**src/rtl/cp0_pkg.sv**
```systemverilog
// Shared CP0 definitions: fixed register numbers, field positions, exception vector,
// sequencer state encoding and the latched exception context.
package cp0_pkg;

    localparam logic [4:0]  BADVADDR_NUM   = 5'd8;
    localparam logic [4:0]  STATUS_NUM     = 5'd12;
    localparam logic [4:0]  CAUSE_NUM      = 5'd13;
    localparam logic [4:0]  EPC_NUM        = 5'd14;

    localparam logic [31:0] EXC_VECTOR_DEF = 32'hBFC00380;

    localparam int STATUS_EXL    = 1;
    localparam int CAUSE_BD      = 31;
    localparam int CAUSE_CODE_HI = 6;
    localparam int CAUSE_CODE_LO = 2;

    localparam logic [31:0] EXL_MASK = 32'h1 << STATUS_EXL;

    typedef enum logic [2:0] {
        S_IDLE,
        S_X_BADV,
        S_X_EPC,
        S_X_CAUSE,
        S_X_STATUS,
        S_E_EPC,
        S_E_STATUS,
        S_DONE
    } seq_state_t;

    typedef struct packed {
        logic [4:0]  code;
        logic [31:0] pc;
        logic        bd;
        logic        badv_vld;
        logic [31:0] badvaddr;
    } exc_ctx_t;

    // EPC points at the branch when the faulting instruction sits in its delay slot.
    function automatic logic [31:0] epc_of(input logic [31:0] pc, input logic bd);
        return bd ? (pc - 32'd4) : pc;
    endfunction

endpackage

```
**src/rtl/cp0_exc_seq.sv**
```systemverilog
// Exception/ERET sequencer: stalls the pipe, walks the CP0 read-modify-write
// sequence one full-word write per cycle, then strobes a PC redirect.
module cp0_exc_seq
    import cp0_pkg::*;
#(
    parameter logic [31:0] EXC_VECTOR = EXC_VECTOR_DEF
) (
    input  logic        clk,
    input  logic        resetn,
    input  logic        exc_req,
    input  logic [4:0]  exc_code,
    input  logic [31:0] exc_pc,
    input  logic        exc_bd,
    input  logic        exc_badv_vld,
    input  logic [31:0] exc_badvaddr,
    input  logic        eret_req,
    input  logic        mtc0_req,
    input  logic [4:0]  mtc0_addr,
    input  logic [31:0] mtc0_data,
    output logic        mtc0_ready,
    output logic        stall,
    output logic        redirect_vld,
    output logic [31:0] redirect_pc,
    output logic [4:0]  cp0_raddr,
    input  logic [31:0] cp0_rdata,
    output logic [4:0]  cp0_waddr,
    output logic [3:0]  cp0_wen,
    output logic [31:0] cp0_wdata
);

    seq_state_t  state, nxt_state;
    exc_ctx_t    ctx;
    logic        exl;
    logic [31:0] target;
    logic        idle;

    assign idle  = (state == S_IDLE);
    assign stall = ~idle;

    // resetn gates the only input-driven path so outputs drop as soon as reset asserts
    assign mtc0_ready = resetn & idle & mtc0_req & ~exc_req & ~eret_req;

    always_ff @(posedge clk or negedge resetn) begin
        if (!resetn) state <= S_IDLE;
        else         state <= nxt_state;
    end

    always_comb begin
        nxt_state = state;
        case (state)
            S_IDLE: begin
                if (exc_req)       nxt_state = exc_badv_vld ? S_X_BADV : S_X_EPC;
                else if (eret_req) nxt_state = S_E_EPC;
            end
            S_X_BADV:   nxt_state = S_X_EPC;
            S_X_EPC:    nxt_state = S_X_CAUSE;
            S_X_CAUSE:  nxt_state = S_X_STATUS;
            S_X_STATUS: nxt_state = S_DONE;
            S_E_EPC:    nxt_state = S_E_STATUS;
            S_E_STATUS: nxt_state = S_DONE;
            S_DONE:     nxt_state = S_IDLE;
            default:    nxt_state = S_IDLE;
        endcase
    end

    always_ff @(posedge clk or negedge resetn) begin
        if (!resetn) begin
            ctx    <= '0;
            exl    <= 1'b0;
            target <= '0;
        end else begin
            case (state)
                S_IDLE: begin
                    if (exc_req || eret_req) begin
                        ctx.code     <= exc_code;
                        ctx.pc       <= exc_pc;
                        ctx.bd       <= exc_bd;
                        ctx.badv_vld <= exc_badv_vld;
                        ctx.badvaddr <= exc_badvaddr;
                        exl          <= 1'b0;
                    end
                end
                S_X_EPC:    exl    <= cp0_rdata[STATUS_EXL];
                S_X_STATUS: target <= EXC_VECTOR;
                S_E_EPC:    target <= cp0_rdata;
                default: ;
            endcase
        end
    end

    always_comb begin
        cp0_raddr    = '0;
        cp0_waddr    = '0;
        cp0_wen      = 4'h0;
        cp0_wdata    = '0;
        redirect_vld = 1'b0;
        redirect_pc  = '0;
        case (state)
            S_IDLE: begin
                if (mtc0_ready) begin
                    cp0_waddr = mtc0_addr;
                    cp0_wdata = mtc0_data;
                    cp0_wen   = 4'hF;
                end
            end
            S_X_BADV: begin
                cp0_waddr = BADVADDR_NUM;
                cp0_wdata = ctx.badvaddr;
                cp0_wen   = {4{ctx.badv_vld}};
            end
            S_X_EPC: begin
                // Nested exception (EXL already set) keeps the original EPC.
                cp0_raddr = STATUS_NUM;
                if (!cp0_rdata[STATUS_EXL]) begin
                    cp0_waddr = EPC_NUM;
                    cp0_wdata = epc_of(ctx.pc, ctx.bd);
                    cp0_wen   = 4'hF;
                end
            end
            S_X_CAUSE: begin
                cp0_raddr = CAUSE_NUM;
                cp0_waddr = CAUSE_NUM;
                cp0_wdata = {exl ? cp0_rdata[CAUSE_BD] : ctx.bd,
                             cp0_rdata[CAUSE_BD-1:CAUSE_CODE_HI+1],
                             ctx.code,
                             cp0_rdata[CAUSE_CODE_LO-1:0]};
                cp0_wen   = 4'hF;
            end
            S_X_STATUS: begin
                cp0_raddr = STATUS_NUM;
                cp0_waddr = STATUS_NUM;
                cp0_wdata = cp0_rdata | EXL_MASK;
                cp0_wen   = 4'hF;
            end
            S_E_EPC: begin
                cp0_raddr = EPC_NUM;
            end
            S_E_STATUS: begin
                cp0_raddr = STATUS_NUM;
                cp0_waddr = STATUS_NUM;
                cp0_wdata = cp0_rdata & ~EXL_MASK;
                cp0_wen   = 4'hF;
            end
            S_DONE: begin
                redirect_vld = 1'b1;
                redirect_pc  = target;
            end
            default: ;
        endcase
    end

endmodule

```
**config.mk**
```make
export PLATFORM = sky130hd
export DESIGN_NAME = cp0_exc_seq
export DESIGN_NICKNAME = d
export VERILOG_FILES = /design/src/rtl/cp0_pkg.sv /design/src/rtl/cp0_exc_seq.sv
export SDC_FILE = /design/constraint.sdc
export NUM_CORES = 1
export LEC_CHECK = 0
export BUFFER_PORTS_ARGS = -buffer_cell sky130_fd_sc_hd__buf_2
export CORE_ASPECT_RATIO = 1.5
export CORE_MARGIN = 2
export CORE_UTILIZATION = 50
export DETAILED_ROUTE_END_ITERATION = 8
export PLACE_DENSITY = 0.81
export SLEW_MARGIN = 0
export SYNTH_ARGS = -nofsm -noshare
export SYNTH_HDL_FRONTEND = slang
export SYNTH_SLANG_ARGS = --single-unit
export TNS_END_PERCENT = 20
```
**constraint.sdc**
```tcl
create_clock -name clk -period 5.3 [get_ports clk]
set_input_delay 1.59 -clock clk [delete_from_list [all_inputs] [get_ports clk]]
set_output_delay 1.59 -clock clk [all_outputs]
set_load 0.02 [all_outputs]
```
==> metrics.md <==
| Metric | Value |
|---|---|
| Status | finished, final reports clean |
| Total clock buffers created by CTS | 9 |
| Final period util | 0.907 |
| Seq. cell area | 0.00268 mm² |
| Fin crit period | 4810 ps |
| # IOs | 226 |
| Setup TNS | 0 ps |
| Crit Path Max Fanout | 33 |
| Via density per instance | 5.87 |
| Initial antenna violation count | 2 |
| Synth Area in Adders | 0.00212 |
| Flops & latches, synth | 107 |
| Power Density | 611 mW/mm² |
| Clock Skews | 6.19 ps |
| Peak supply drop | 0.000419 V |
| Largest family of logic cells by synthesized area | simple AND/OR/NAND/NOR gates |
| Vias in the first global route | 5357 |
| Synth area leader | dfrtp_1 |
| Startpoint class of the critical path | input port |
| Inst Count DP | 912 |
| Post-Syn Area | 0.00591 mm² |
| Fillers | 989 |
| Final GP Congestion | 0.915 |
| Area of the core | 0.0115 mm² |
| Layout Cells excl Fill | 929 |
| Total of max-cap violations | 0 |
| Post-Synth XOR/XNOR Area | 0.0415 |
| Most common cell in the netlist | dfrtp_1 |
| Unrepaired setup endpoints after global routing | no |
| Post-CTS Resized | 0 |
| Syn_nets | 720 |
| Post-CTS setup buffers | 0 |
| Met2 Use GR | 0.512 |
| Critical path type | input port to output port |
| Final WL | 19100 µm |
| Clock buffer depth | 2 |
| CTS Sinks | 107 |
| H-Tree Level Count | 3 |
| Post-Synthesis Cells | 574 |
| Clock Pin Slew Worst Setup and Hold Paths | 70 ps |
| Largest cells by area after synthesis | dfrtp_1 (45%), mux2_2 (17%), o21ai_0 (5.1%), a222oi_1 (4.9%), nand2_1 (4.4%) |
| Worst Hold Class | register to register |
| Worst setup EP type | output port |
| Fmax | 208 MHz |
| Ys flop type | dfrtp_1 |
| Worst endpoint required time | 3710 ps |
| Global routing usage on met1 | 0.396 |
| Synth async-reset ratio | 1.00 |
| Final setup vio count | 0 |
| Routed Antenna Nets | 0 |
| Die height | 137 µm |
| Post-synthesis compound-gate area fraction | 0.128 |
| Chip Width | 92.7 µm |
| Multiplexer share of the synthesized area | 0.166 |
| Met3 Resource Use GR | 0.0407 |
| Remaining Overflow, GRT | 0 |
| Sequential-to-total area share from yosys stat | 0.453 |
| Fraction of layout cells with a size suffix above 1 | 0.453 |
| FP Rows | 48 |
| Final hold vios | 0 |
| TritonCTS clock tree | built |
| LEAKAGE | 3.51 nW |
| Clock latency on the worst-skew pair | 340 ps |
| Die area | 0.0127 mm² |
| Simple-Gate Fraction of Synth Area | 0.168 |
| WP data arrival | 3220 ps |
| Starting DRT DRC Count | 532 |
| NumNets Final | 919 |
| Measured slew at the worst slew-check pin | 1080 ps |
| Total track usage | 0.302 |
| HPWL Detailed | 14600 µm |
| Largest net degree at the start of global routing | 67 |
| Syn-to-layout area delta | 25.5% |
| Yosys cell types | 50 |
| Global routing's busiest layer | met2 |
| Synthesized area per cell | 10.3 µm² |
| Drt first pass iters | 6 |
| Root buffer cell | clkbuf_16 |
| Post-synth top area share | 0.453 |
| DR WL/cell | 20.6 µm |
| Pins Over Slew Limit | 0 |
| Slew HR | 0.274 |
| First-pass GRT wire length | 29300 µm |
| Residual DRC count | 0 |
| Synthesis Warnings | 0 |
| Area of the multi-input gates | 0.00301 mm² |
| DR vias | 5452 |
| Initial Util | 0.512 |
| Port Buffer Count | 224 |
| Top post-synthesis cells by count | dfrtp_1 (107), mux2_2 (87), nand2_1 (70), o21ai_0 (60), and2_1 (34) |
| EDFF count, synth | 0 |
| Hold buffers post-CTS | 0 |
## power breakdown
group          internal [W]  leakage [nW]  switching, W
Sequential          0.00123          1.29      0.000356
Combinational      0.000971          2.09       0.00131
Clock              0.000365         0.136      0.000295
Total               0.00257          3.51       0.00196
## sequential cells by signal, indices dropped and copies added (netlist names)
register / flops
ctx: 71
target: 32
state: 3
exl: 1
## cell usage in the layout (no fill, tap or decap), types with 4 or more instances in the layout
cell type / netlist / final
a21oi_1: 4 / 4
a222oi_1: 29 / 29
and2_1: 34 / 34
buf_2: 7 / 223
buf_4: 5 / 12
clkbuf_16: 0 / 9
dfrtp_1: 107 / 107
inv_1: 5 / 5
mux2_2: 87 / 87
nand2_1: 70 / 70
nand2b_1: 5 / 4
nor2_1: 30 / 28
nor3_1: 12 / 12
nor4_1: 4 / 4
nor4_4: 4 / 4
o21ai_0: 60 / 60
o21ai_1: 8 / 8
xnor2_1: 23 / 23
xor2_1: 5 / 5
## final timing paths
kind                            from           end  slack [ps]  cells past startpoint
setup / recovery             exc_req  cp0_wdata[9]         490                      8
min in group asynchronous     resetn     target[2]        1340                      2
hold / removal             target[5]     target[5]         480                      2
setup reg to reg            state[1]       ctx[40]        2260                      5
hold reg to reg            target[5]     target[5]         480                      2
max in group asynchronous     resetn       ctx[52]        2710                      3
## stage by stage
stage	instance area [µm²]	hold WS (ps)	setup slack, ps	util	total power [W]
global placement	7120	455	596	0.618	0.00378
detailed placement	7120	462	519	0.618	0.00386
floorplan	5910	442	569	-	0.00313
CTS	7410	478	499	0.642	0.00452
global route	7410	497	357	0.643	0.00480
finish	7410	478	494	0.643	0.00453
## routing by layer
layer,wire length (µm),vias up
met1,7310,2644
met5,0,-
met3,1430,39
met2,9830,308
li1,-,2461
met4,558,0
## cell families (layout without fill, tap and decap cells)
logic type | count (synthesis) | after routing
other | 1 | 3
multiplexers | 87 | 87
AND/OR/NAND/NOR | 181 | 181
AO/OA/AOI/OAI | 115 | 115
flip-flops | 107 | 107
adder cells (fa/ha/maj) | 1 | 1
XOR/XNOR | 28 | 28
buffers and inverters | 54 | 257
## layout make-up
cell class / instances / area share
multi-input cells: 413 / 0.406
flip-flops and latches: 107 / 0.361
repair buffers: 236 / 0.165
clock buffers: 11 / 0.0314
well taps: 150 / 0.0253
clock inverters: 4 / 0.00692
inverters: 6 / 0.00304
diodes: 2 / 0.000675
## critical path, stage by stage
cell and delay [ps]:
buf_2 120, nor2_1 320, nand3_1 210, nor2_4 220, buf_12 230, a222oi_1 110, o21ai_0 170, buf_2 240
No activity file was read; power rests on OpenSTA's default activity.
